## config.mk

```make
export PLATFORM = sky130hd
export DESIGN_NAME = mem_stage
export DESIGN_NICKNAME = d
export VERILOG_FILES = /design/src/rtl/mem_stage_pkg.sv /design/src/rtl/mem_stage_load_align.sv /design/src/rtl/mem_stage.sv
export SDC_FILE = /design/constraint.sdc
export NUM_CORES = 1
export LEC_CHECK = 0
export ABC_AREA = 1
export BUFFER_PORTS_ARGS = -buffer_cell sky130_fd_sc_hd__buf_2
export CAP_MARGIN = 20
export CORE_UTILIZATION = 50
export CTS_CLUSTER_SIZE = 24
export DETAILED_ROUTE_END_ITERATION = 8
export GPL_TIMING_DRIVEN = 0
export PLACE_DENSITY = 0.84
export SLEW_MARGIN = 40
export SYNTH_ARGS = -nofsm -noshare
export SYNTH_HDL_FRONTEND = slang
export SYNTH_HIERARCHICAL = 1
export SYNTH_SLANG_ARGS = --single-unit
```

## constraint.sdc

```tcl
create_clock -name clk -period 4.2 [get_ports clk]
set_clock_uncertainty 0.2 [all_clocks]
set_input_delay 0.21 -clock clk [delete_from_list [all_inputs] [get_ports clk]]
set_output_delay 0.21 -clock clk [all_outputs]
set_load 0.02 [all_outputs]
```

## src/rtl/mem_stage_pkg.sv

```systemverilog
// Shared types and constants for the LoongArch MEM stage: load-op encodings,
// fixed ISA widths and the registered instruction payload.
package mem_stage_pkg;

  localparam int DATA_W = 32;
  localparam int RF_AW  = 5;

  typedef enum logic [2:0] {
    MEM_OP_LW  = 3'b000,
    MEM_OP_LB  = 3'b001,
    MEM_OP_LH  = 3'b010,
    MEM_OP_LBU = 3'b101,
    MEM_OP_LHU = 3'b110
  } mem_op_e;

  typedef struct packed {
    logic [DATA_W-1:0] pc;
    logic              res_from_mem;
    logic              rf_we;
    logic [RF_AW-1:0]  rf_waddr;
    logic [DATA_W-1:0] alu_result;
  } ms_payload_t;

endpackage

```

## src/rtl/mem_stage_load_align.sv

```systemverilog
// Combinational load alignment/extension (LB/LH/LBU/LHU/LW).
// Only built when MEM_LOAD_EXT_EN is defined; otherwise MEM passes raw data through.
`ifdef MEM_LOAD_EXT_EN
module load_align
  import mem_stage_pkg::*;
(
  input  logic [DATA_W-1:0] i_raw,
  input  logic [1:0]        i_addr,
  input  mem_op_e           i_mem_op,
  output logic [DATA_W-1:0] o_aligned
);

  logic [7:0]  w_byte;
  logic [15:0] w_half;

  // NOTE: every output of an always_comb gets a default first so no path can infer a latch.
  always_comb begin
    w_byte = i_raw[7:0];
    case (i_addr)
      2'd1:    w_byte = i_raw[15:8];
      2'd2:    w_byte = i_raw[23:16];
      2'd3:    w_byte = i_raw[31:24];
      default: w_byte = i_raw[7:0];
    endcase
    // Halfword selection ignores addr[0]; misalignment is not trapped here.
    w_half = i_addr[1] ? i_raw[31:16] : i_raw[15:0];
  end

  always_comb begin
    o_aligned = i_raw;
    case (i_mem_op)
      MEM_OP_LB:  o_aligned = {{24{w_byte[7]}}, w_byte};
      MEM_OP_LBU: o_aligned = {24'd0, w_byte};
      MEM_OP_LH:  o_aligned = {{16{w_half[15]}}, w_half};
      MEM_OP_LHU: o_aligned = {16'd0, w_half};
      default:    o_aligned = i_raw;
    endcase
  end

endmodule
`endif

```

## src/rtl/mem_stage.sv

```systemverilog
// LoongArch MEM stage: EX->MEM handshake, SRAM read-data hold buffer for WB stalls,
// load alignment. Optional feature macro: MEM_LOAD_EXT_EN (byte/halfword loads).
module mem_stage
  import mem_stage_pkg::*;
(
  input  logic              clk,
  input  logic              reset,
  input  logic              es_to_ms_valid,
  output logic              ms_allowin,
  input  logic [DATA_W-1:0] es_pc,
  input  logic              es_res_from_mem,
  input  logic [2:0]        es_mem_op,
  input  logic              es_rf_we,
  input  logic [RF_AW-1:0]  es_rf_waddr,
  input  logic [DATA_W-1:0] es_alu_result,
  input  logic [DATA_W-1:0] data_sram_rdata,
  input  logic              ws_allowin,
  output logic              ms_to_ws_valid,
  output logic [DATA_W-1:0] ms_pc,
  output logic              ms_rf_we,
  output logic [RF_AW-1:0]  ms_rf_waddr,
  output logic [DATA_W-1:0] ms_rf_wdata
);

  logic              r_valid;
  logic              r_first;
  logic              r_hold_vld;
  logic [DATA_W-1:0] r_hold_data;
  ms_payload_t       r_pl;

  logic              w_accept;
  logic              w_capture;
  logic [DATA_W-1:0] w_raw;
  logic [DATA_W-1:0] w_aligned;

  // MEM always completes in one cycle, so only WB back-pressure can block it.
  assign ms_allowin = !r_valid || ws_allowin;
  assign w_accept   = ms_allowin && es_to_ms_valid;
  assign w_capture  = r_valid && r_first && r_pl.res_from_mem && !ws_allowin;

  // NOTE: sequential state uses non-blocking assignments so every flop samples pre-edge values.
  always_ff @(posedge clk or posedge reset) begin
    if (reset) begin
      r_valid <= 1'b0;
      r_first <= 1'b0;
    end else begin
      if (ms_allowin) r_valid <= es_to_ms_valid;
      r_first <= w_accept;
    end
  end

  always_ff @(posedge clk or posedge reset) begin
    if (reset) begin
      r_pl <= '0;
    end else if (w_accept) begin
      r_pl <= '{pc:           es_pc,
                res_from_mem: es_res_from_mem,
                rf_we:        es_rf_we,
                rf_waddr:     es_rf_waddr,
                alu_result:   es_alu_result};
    end
  end

  // NOTE: hold_data is qualified by hold_vld, but it is reset too so outputs never carry X after reset.
  always_ff @(posedge clk or posedge reset) begin
    if (reset) begin
      r_hold_vld  <= 1'b0;
      r_hold_data <= '0;
    end else if (w_accept) begin
      r_hold_vld  <= 1'b0;
    end else if (w_capture) begin
      r_hold_vld  <= 1'b1;
      r_hold_data <= data_sram_rdata;
    end
  end

  // SRAM data is only valid in the first MEM cycle; afterwards the captured copy is used.
  assign w_raw = r_hold_vld ? r_hold_data : data_sram_rdata;

`ifdef MEM_LOAD_EXT_EN
  mem_op_e r_mem_op;

  always_ff @(posedge clk or posedge reset) begin
    if (reset)         r_mem_op <= MEM_OP_LW;
    else if (w_accept) r_mem_op <= mem_op_e'(es_mem_op);
  end

  load_align u_load_align (
    .i_raw     (w_raw),
    .i_addr    (r_pl.alu_result[1:0]),
    .i_mem_op  (r_mem_op),
    .o_aligned (w_aligned)
  );
`else
  logic w_unused_mem_op;
  assign w_unused_mem_op = ^es_mem_op;
  assign w_aligned       = w_raw;
`endif

  assign ms_to_ws_valid = r_valid;
  assign ms_pc          = r_pl.pc;
  assign ms_rf_we       = r_valid && r_pl.rf_we;
  assign ms_rf_waddr    = r_pl.rf_waddr;
  assign ms_rf_wdata    = r_pl.res_from_mem ? w_aligned : r_pl.alu_result;

endmodule

```

Yosys cells after proc, flatten, opt, wreduce, memory -nomap -nowiden
Index checks and enable logic that the tools add are counted.

word-level totals
  register bits = 106
  logic and storage cells = 24

cells by class
  multiplexer cells = 4
  bitwise logic cells = 1
  reduce and logical (&&, ||, !) cells = 10

operators with widths
  operator             number
  two-way mux 32 bit   2
  logical AND 1 bit    5
  logical NOT 1 bit    2
  two-way mux 1 bit    2
  AND reduction 2 bit  1
  nonzero test 2 bit   1
  logical OR 1 bit     1
  inverter 1 bit       1

Depth between registers and ports, before layout
Gate-level depths: netlist (run 1).

  depth after elaboration = 5
  gate-level depth with buffers = 7

Worst setup path after synthesis (run 1)
No wires, ideal clock.

  kind = reg-to-output
  start = register r_hold_vld
  end = output port ms_rf_wdata[22]
  data arrival time = 1.150 ns
  required time = 3.790 ns
  path slack = 2.640 ns
  cell stages (with the launch flop) = 6
  cells stage by stage = dfrtp_1 > buf_2 > inv_2 > buf_2 > nand2_1 > a31oi_1

on the way
  cells in the longest elaborated chain, start to end = 2

ends and longest elaborated chain
  element                 line              RTL
  start, declared         mem_stage.sv:27   logic r_hold_vld;
  start signal, assigned  mem_stage.sv:67   r_hold_vld <= 1'b0;
  start signal, assigned  mem_stage.sv:70   r_hold_vld <= 1'b0;
  start signal, assigned  mem_stage.sv:72   r_hold_vld <= 1'b1;
  two-way mux 32 bit      mem_stage.sv:78   assign w_raw = r_hold_vld ? r_hold_data : data_sram_rdata;
  two-way mux 32 bit      mem_stage.sv:104  assign ms_rf_wdata = r_pl.res_from_mem ? w_aligned : r_pl.alu_result;
  end, declared           mem_stage.sv:22   output logic [DATA_W-1:0] ms_rf_wdata

No other way between the ends.

Worst setup path after layout (run 1)
  start = register r_hold_vld
  end = output port ms_rf_wdata[21]

The elaborated chain is that of the path after synthesis.

==> impl_metrics.tcl, run 1 <==
set metrics [dict create \
    outcome "finished, final reports clean" \
    synth-edff-count 0 \
    p_switching_uw 978.9 \
    p_int_uw 1972 \
    grt_setup_unrepaired "false" \
    synth-simple-area-share_pct 31.59 \
    clockPowerShare_pct 23.5 \
    synth.most_common_cell "nand2_1" \
    n_fill_cell 665 \
    reg2reg_slack_ns 2.72 \
    grt_max_degree 65 \
    place_congestion 0.8097 \
    path_class "reg2out" \
    dpl-instance-area_mm2 0.006106 \
    ys_top_cells_by_area "dfrtp_1, nand2_1, buf_4" \
    ir_drop_uv 236.2 \
    dieArea_mm2 0.01043 \
    crit_start "r_hold_vld$_DFFE_PP0P_" \
    drive_above_1_share_pct 29.17 \
    cpMostUsedCell "buf_2" \
    met1_usage_pct 35.03 \
    ys_types 17 \
    htree_levels 3 \
    critical-path-top-delay-family "buffers and inverters" \
    total_power_uw 2950 \
    p_comb_share_pct 31.1 \
    diodes 0 \
    die_h_um 102.1 \
    layout.nets 1035 \
    path_depth 6 \
    r2r-end "r_pl[24]$_DFFE_PP0N_" \
    synth_seq_cells 106 \
    tritoncts "yes" \
    clockBufferDepth 2 \
    hold_viol 0 \
    ctsResizeCount 0 \
    antenna_found_initial 0 \
    clk_pin_slew_worst_paths_ns 0.10 \
    detail-route-antenna-nets 0 \
    r2r.worst_path.cells 6 \
    netlist_area_mm2 0.005014 \
    power_density_mw_per_mm2 400.1 \
    r2r_start "ms_to_ws_valid$_DFFE_PP0P_" \
    top_usage_layer "met2" \
    crit_end "ms_rf_wdata[21]" \
    cts.sinks 106 \
    cts_root_buffer "clkbuf_8" \
    fin_crit_ns 2.101 \
    relSlewSlack_pct 64.42 \
    grt_pass1_wl_um 24130 \
    io_buffers 178 \
    clk_latency_ns 0.35 \
    final.setup.tns_ns 0 \
    grt_usage_pct 30.33 \
    core_mm2 0.009729 \
    cts_made_buffers 9 \
    worstPathCellList "buf_2, inv_2, buf_2, nand2_1, a31oi_1, buf_2" \
    crit_fanout 10 \
    fmax_mhz 475.9 \
    synth-main-ff-cell "dfrtp_1" \
    synth.top_cell.area_share_pct 52.91 \
    yosys.area_share.xor_xnor_pct 0 \
    netlist_instances 630 \
    wirelength_um 15370 \
    yosys.area.top_type "dfrtp_1" \
    yosysSeqAreaShare_pct 52.91 \
    drtPass1Iterations 5 \
    synth_fa_ha_area_share_pct 0 \
    required_ns 3.79 \
    postLayoutSetupSlackWorst_ns 2.099 \
    fin_crit_sh_pct 50.03 \
    synthArstFlopShare_pct 100.0 \
    met2_usage_pct 53.74 \
    p_seq_share_pct 45.4 \
    rows 36 \
    initial_core_util_pct 51.53 \
    route.detailed.drc 0 \
    hold_depth 4 \
    io_pins 182 \
    cp_slowest_stage_delay_ns 0.37 \
    tightest_slew_ns 0.5338 \
    crit_slowest_cell "dfrtp_1" \
    vias 5222 \
    startpoint_type "register" \
    pre_cts_ws_ns 2.503 \
    leakage_uw 0.004120 \
    syn_nets 740 \
    drv_slew 0 \
    grt_use_met3_pct 7.114 \
    synthMuxAreaShare_pct 0 \
    worstPathArrival_ns 1.69 \
    avgSynthCellArea_um2 7.958 \
    grt_pass1_vias 5240 \
    synth_top_family_by_area "simple AND/OR/NAND/NOR gates" \
    dp_hpwl_um 8823 \
    area_growth_syn_to_layout_pct 47.09 \
    synth_commonest_cells "nand2_1, dfrtp_1, buf_4, nor2_1, a31oi_1" \
    finalSetupViolCount 0 \
    finalInstanceArea_mm2 0.007375 \
    maxCapViolCount 0 \
    grt-ovfl-total 0 \
    hp-class "in2reg" \
    synth_compound_area_share_pct 4.168 \
    initialDrtViolationCount 254 \
    wl_per_cell_um 14.47 \
    yosysWarnings 6 \
    fp.dieW_um 102.1 \
    cp-end-kind "output pin" \
    p_sw_share_pct 33.18 \
    path_buf_inv 4 \
    vias_per_cell 4.917 \
]
through the flow:
| step | utilization [%] | std cells | hold WS [ns] |
|---|---|---|---|
| floorplan | - | 630 | 0.1196 |
| global placement | 62.40 | 941 | 0.2059 |
| detailed placement | 62.76 | 942 | 0.02413 |
| CTS | 75.80 | 1062 | 0.02928 |
| global route | 75.80 | 1062 | 0.05231 |
| finish | 75.80 | 1062 | 0.05172 |
state kept, by name, indices dropped and copies added (netlist names):
name / flops
r_first: 1
r_hold_data: 32
ms_to_ws_valid: 1
r_hold_vld: 1
ms_rf_waddr: 5
ms_pc: 32
r_pl: 34
kinds of logic (layout without fill, tap and decap cells):
logic type | after synthesis | after routing
buf+inv | 78 | 377
flops | 106 | 106
simple gates | 413 | 413
compound gates | 33 | 33
placed cells by master, fill, tap and decap left out:
master | Yosys | final
nand2_1 | 376 | 376
bufinv_16 | 0 | 2
clkinvlp_4 | 0 | 1
nand2_8 | 1 | 1
clkinv_4 | 0 | 1
clkbuf_1 | 1 | 2
nand2_4 | 1 | 1
a31oi_1 | 32 | 32
buf_4 | 41 | 41
dfrtp_1 | 106 | 106
inv_6 | 1 | 1
inv_1 | 5 | 4
inv_2 | 1 | 1
buf_16 | 0 | 1
a21oi_2 | 1 | 1
clkbuf_8 | 2 | 12
buf_6 | 10 | 10
nor2_4 | 1 | 1
inv_8 | 0 | 1
buf_2 | 17 | 195
dlygate4sd3_1 | 0 | 105
nor2_1 | 33 | 33
nand2_2 | 1 | 1
area by class of cell:
class,count,area (µm²),area share [%]
Inverter,7,38.79,0.5260
Clock inverter,4,76.32,1.035
Sequential cell,106,2653,35.97
Clock buffer,11,141.4,1.917
Multi-Input combinational cell,446,1793,24.31
Timing Repair Buffer,284,1969,26.71
Tap cell,133,166.4,2.257
Buffer,71,536.8,7.279
metal layers:
| layer | wire length [µm] | up-vias | part of all wire (%) |
|---|---|---|---|
| li1 | - | 2486 | - |
| met1 | 6112 | 2430 | 40 |
| met5 | 0 | - | 0 |
| met3 | 1036 | 55 | 6.7 |
| met4 | 537 | 0 | 3.5 |
| met2 | 7679 | 251 | 50 |
what timing repair did:
action                                 in CTS  in global routing
endpoints found under the hold margin     168                  0
hold buffers                              105                  0
buffers inserted                            0                  0
power groups by stage:
stage          sequential [µW]  clock (µW)  combinational, µW
2_1_floorplan             1320           0                572
3_3_place_gp              1340           0                800
3_5_place_dp              1350           0                823
4_1_cts                   1330         704                899
5_1_grt                   1360         751               1010
6_report                  1340         692                919
worst reg2reg max path, stage by stage (launching register included):
cell and delay (ns):
dfrtp_1 0.46, nand2_4 0.16, nand2_8 0.11, inv_6 0.15, buf_6 0.16, nand2_1 0.08, nand2_1 0.10
how the worst min path moves through the flow:
stage / start / end / slack, ns
floorplan: es_pc[0] / ms_pc[0]$_DFFE_PP0N_ / 0.12
global placement: es_pc[23] / ms_pc[23]$_DFFE_PP0N_ / 0.21
detailed placement: reset / ms_pc[21]$_DFFE_PP0N_ / 0.02
CTS: es_to_ms_valid / ms_pc[29]$_DFFE_PP0N_ / 0.03
global route: es_to_ms_valid / ms_pc[29]$_DFFE_PP0N_ / 0.05
finish: es_to_ms_valid / ms_pc[29]$_DFFE_PP0N_ / 0.05
No activity file was read; power rests on OpenSTA's default activity.
==> inputs of run 2 (changes only) <==
Settings changed: CORE_UTILIZATION 50 to 45, PLACE_DENSITY 0.84 to 0.8.
Clock period 4.2 ns to 1.9 ns, I/O delays scaled along.
==> run 2 against run 1 <==
Net effect: the run now ends with negative setup slack left; non-clock buffer count grew 12; die area up 11%; via count up 0.88%; final cell count increased by 1.9%; sequential power increased by 120%; sequential cell count did not move.
==> impl_metrics.tcl, run 2 (same netlist as run 1, synthesis figures left out) <==
set metrics [dict create \
    outcome "finished with violations" \
    failed_checks "negative setup slack" \
    crit_slowest_cell "dfrtp_2" \
    tritoncts "yes" \
    initial_core_util_pct 46.25 \
    p_seq_share_pct 45.1 \
    path_buf_inv 2 \
    worstPathArrival_ns 1.67 \
    p_switching_uw 2267 \
    p_comb_share_pct 33.4 \
    rows 38 \
    hold_viol 0 \
    io_pins 182 \
    die_h_um 107.6 \
    leakage_uw 0.004200 \
    wl_per_cell_um 14.77 \
    clockBufferDepth 2 \
    startpoint_type "register" \
    fmax_mhz 508.1 \
    fin_crit_sh_pct 103.6 \
    route.detailed.drc 0 \
    drtPass1Iterations 5 \
    worstPathCellList "buf_4, nand2_1, a31oi_1, buf_4" \
    hp-class "in2reg" \
    cp_slowest_stage_delay_ns 0.48 \
    final.setup.tns_ns -0.06802 \
    final_util_pct 71.02 \
    top_register "r_pl" \
    required_ns 1.60 \
    vias 5268 \
    grt_pass1_wl_um 25120 \
    mostFrequentLayoutCells "nand2_1, buf_2, dlygate4sd3_1, dfrtp_1, buf_4" \
    finalSetupViolCount 1 \
    grt-ovfl-total 0 \
    postLayoutSetupSlackWorst_ns -0.06802 \
    vias_per_cell 4.869 \
    initialDrtViolationCount 348 \
    dpl-instance-area_mm2 0.006198 \
    relSlewSlack_pct 76.70 \
    cts_made_buffers 9 \
    io_buffers 178 \
    dieArea_mm2 0.01157 \
    cp-end-kind "output pin" \
    place_congestion 0.8248 \
    largest_reg_flops 34 \
    grt_max_degree 27 \
    crit_fanout 10 \
    total_power_uw 6577 \
    detail-route-antenna-nets 0 \
    finalInstanceArea_mm2 0.007699 \
    drv_slew 0 \
    reg2reg_slack_ns 0.08 \
    wirelength_um 15980 \
    tightest_slew_ns 0.3479 \
    layout.nets 1047 \
    drive_above_1_share_pct 30.47 \
    path_class "reg2out" \
    antenna_found_initial 0 \
    cts.sinks 106 \
    area_growth_syn_to_layout_pct 53.56 \
    fin_crit_ns 1.968 \
    ir_drop_uv 528.7 \
    diodes 0 \
    cpMostUsedCell "buf_4" \
    grt_usage_pct 28.17 \
    cts_root_buffer "clkbuf_8" \
    p_int_uw 4310 \
    final_common_cell "nand2_1" \
    clockPowerShare_pct 21.5 \
    clk_latency_ns 0.36 \
    p_sw_share_pct 34.47 \
    dp_hpwl_um 9553 \
    fp.dieW_um 107.6 \
    core_mm2 0.01084 \
    grt_pass1_vias 5289 \
    clk_pin_slew_worst_paths_ns 0.11 \
    critical-path-top-delay-family "flip-flops" \
    htree_levels 3 \
    power_density_mw_per_mm2 854.4 \
    maxCapViolCount 0 \
]
-- run 2: final cells by class --
type | instances | area [µm²]
plain buffers | 70 | 588.1
flip-flops and latches | 106 | 2654
repair buffers | 297 | 2175
fillers | 765 | 3142
clock buffers | 11 | 131.4
inverters | 7 | 40.04
clock inverters | 5 | 62.56
well taps | 140 | 175.2
multi-input cells | 446 | 1873
-- run 2: worst paths after layout --
path	from	end	depth (start not counted)
setup / recovery	r_hold_vld$_DFFE_PP0P_	ms_rf_wdata[28]	4
hold / removal	es_pc[24]	ms_pc[24]$_DFFE_PP0N_	4
setup reg to reg	ms_to_ws_valid$_DFFE_PP0P_	r_hold_data[28]$_DFFE_PP0P_	6
hold reg to reg	ms_pc[11]$_DFFE_PP0N_	ms_pc[11]$_DFFE_PP0N_	2
max in group asynchronous	reset	r_pl[8]$_DFFE_PP0N_	7
min in group asynchronous	reset	ms_pc[18]$_DFFE_PP0N_	4
-- run 2: routing by layer --
layer / GRT usage [%] / up-vias / wire length (µm)
li1: - / 2510 / -
met5: 0 / - / 0
met1: 33.54 / 2464 / 6219
met4: 13.60 / 0 / 649
met2: 49.40 / 242 / 8286
met3: 4.479 / 52 / 825
-- run 2: timing repair --
item / 4_1_cts / 5_1_grt
buffers inserted: 0 / 1
resized for setup: 7 / 46
hold endpoints to repair: 210 / 0
setup endpoints to repair: 29 / 31
hold buffers: 113 / 0
-- run 2: power by group through the flow --
stage | registers [µW] | clock network, µW | logic, µW
final | 2970 | 1410 | 2200
after global routing | 3020 | 1540 | 2390
after CTS | 2950 | 1410 | 2050
after detailed placement | 2990 | 0 | 1840
after global placement | 2970 | 0 | 1780
after floorplan | 2930 | 0 | 1260
-- run 2: tightest hold or removal path: cells and delay by family --
kind	cells	cell delay, ns
buf+inv	2	0.60
simple gates	2	0.09
-- run 2: per-stage QoR --
| stage | setup slack [ns] | std cells | hold slack [ns] |
|---|---|---|---|
| floorplan | 0.3315 | 630 | 0.004615 |
| global placement | -0.3934 | 948 | 0.09052 |
| detailed placement | 0.2915 | 953 | -0.2133 |
| CTS | -0.01230 | 1082 | 0.2407 |
| global route | -0.07952 | 1082 | 0.2426 |
| finish | -0.06802 | 1082 | 0.2397 |
==> inputs of run 3 (changes only) <==
Settings changed: CORE_UTILIZATION 45 to 50, PLACE_DENSITY 0.8 to 0.84, RECOVER_POWER from default to 25.
Clock period 1.9 ns to 2.1 ns, I/O delays scaled along.
==> run 3 against run 2 <==
Net effect: the flow now finishes without violations; combinational power decreased by 14%; largest cell class is now sequential cells; worst hold slack worse by 0.16 ns; sequential power decreased by 9.8%; critical path type unchanged; die area is 9.8% lower.
==> impl_metrics.tcl, run 3 (same netlist as run 1, synthesis figures left out) <==
set metrics [dict create \
    outcome "finished, final reports clean" \
    initial_core_util_pct 51.53 \
    diodes 0 \
    clk_latency_ns 0.35 \
    power_density_mw_per_mm2 777.7 \
    clockBufferDepth 2 \
    path_class "reg2out" \
    finalInstanceArea_mm2 0.007462 \
    io_buffers 178 \
    drv_slew 0 \
    fin_crit_sh_pct 95.37 \
    total_power_uw 5804 \
    top_register "r_pl" \
    grt_usage_pct 29.74 \
    io_pins 182 \
    holdPathEnd "r_first$_DFF_PP0_" \
    place_congestion 0.8089 \
    cp-end-kind "output pin" \
    area_growth_syn_to_layout_pct 48.84 \
    r2r-end "r_hold_data[28]$_DFFE_PP0P_" \
    mostFrequentLayoutCells "nand2_1, buf_2, dlygate4sd3_1, dfrtp_1, buf_4" \
    clk_pin_slew_worst_paths_ns 0.09 \
    final_common_cell "nand2_1" \
    grt_pass1_wl_um 23920 \
    drtPass1Iterations 7 \
    fin_crit_ns 2.003 \
    reg2reg_slack_ns 0.23 \
    ir_drop_uv 388.7 \
    die_h_um 102.1 \
    tritoncts "yes" \
    grt_max_degree 26 \
    largest_reg_flops 34 \
    grt_pass1_vias 5195 \
    wl_per_cell_um 14.18 \
    multi_input_area_mm2 0.001793 \
    maxCapViolCount 0 \
    antenna_found_initial 0 \
    vias 5268 \
    dp_hpwl_um 9253 \
    cts_made_buffers 9 \
    hold_viol 0 \
    r2r.worst_path.cells 6 \
    hold_depth 4 \
    dieArea_mm2 0.01043 \
    initialDrtViolationCount 310 \
    htree_levels 3 \
    detail-route-antenna-nets 0 \
    post_cts_buffers 0 \
    grt_setup_unrepaired "false" \
    relSlewSlack_pct 42.07 \
    fmax_mhz 499.3 \
    route.detailed.drc 0 \
    final_util_pct 76.70 \
    core_mm2 0.009729 \
    startpoint_type "register" \
    rows 36 \
    fp.dieW_um 102.1 \
    finalSetupViolCount 0 \
    crit_fanout 10 \
    tightest_slew_ns 0.8642 \
    n_fill_cell 677 \
    wirelength_um 15200 \
    vias_per_cell 4.914 \
    grt-ovfl-total 0 \
    drive_above_1_share_pct 29.39 \
    hold_start "es_to_ms_valid" \
    seqCellArea_mm2 0.002653 \
    r2r_start "ms_to_ws_valid$_DFFE_PP0P_" \
    worstPathArrival_ns 1.70 \
    dpl-instance-area_mm2 0.006170 \
    required_ns 1.79 \
    cts.sinks 106 \
    cts_root_buffer "clkbuf_8" \
    layout.nets 1044 \
    leakage_uw 0.004161 \
    hp-class "in2reg" \
]
## run 3: changes by cell type in the layout (fill, tap and decap cells not counted), moves of 2 or more
cell | previous run | this run
buf_4 | 57 | 41
buf_2 | 172 | 195
clkinvlp_4 | 3 | 1
buf_6 | 14 | 10
buf_12 | 3 | 1
clkbuf_8 | 11 | 14
dlygate4sd3_1 | 113 | 111
a31oi_1 | 22 | 32
a31oi_4 | 2 | 0
a31oi_2 | 8 | 0
buf_8 | 2 | 0
## run 3: power breakdown
group | switching, µW | internal, µW
logic | 1050 | 838
clock network | 692 | 538
registers | 239 | 2450
## run 3: worst max path at each step
stage	startpoint	endpoint	slack, ns
floorplan	reset	ms_pc[0]$_DFFE_PP0N_	0.52
CTS	r_hold_vld$_DFFE_PP0P_	ms_rf_wdata[29]	0.09
finish	r_hold_vld$_DFFE_PP0P_	ms_rf_wdata[29]	0.1
detailed placement	r_hold_vld$_DFFE_PP0P_	ms_rf_wdata[29]	0.49
global route	r_hold_vld$_DFFE_PP0P_	ms_rf_wdata[28]	0.02
global placement	reset	ms_rf_waddr[0]$_DFFE_PP0N_	-0.16
## run 3: final cells by class
class,instances,area share [%]
plain buffers,71,7.193
clock buffers,12,2.213
clock inverters,4,0.4527
inverters,7,0.4359
multi-input cells,446,24.03
flip-flops and latches,106,35.55
well taps,133,2.230
repair buffers,293,27.90
## run 3: metal layers
metal,global-route usage (%),up-vias,share of wire (%)
met5,0,-,0
met4,14.40,0,3.2
met3,4.514,49,6.9
met2,51.52,275,51
met1,36.43,2443,39
li1,-,2501,-
## run 3: through the flow
step,hold slack [ns],worst slack (ns),std cells,TNS [ns]
after floorplan,0.01462,0.5215,630,0
after global placement,0.09879,-0.1608,941,-16.25
after detailed placement,-0.04889,0.4863,945,0
after CTS,0.05548,0.08520,1072,0
after global routing,0.08342,0.02448,1072,0
final,0.07607,0.09731,1072,0
## run 3: what timing repair did
| action | in CTS | in global routing |
|---|---|---|
| endpoints found under the setup margin | 0 | 0 |
| hold buffers | 111 | 0 |
| hold endpoints to repair | 165 | 0 |
| resized for setup | 0 | 0 |
## run 3: worst max-delay path, cell delays in order (launching register included)
cell	delay, ns
dfrtp_1	0.37
buf_2	0.15
inv_2	0.11
buf_2	0.26
nand2_1	0.08
a31oi_1	0.19
buf_2	0.20
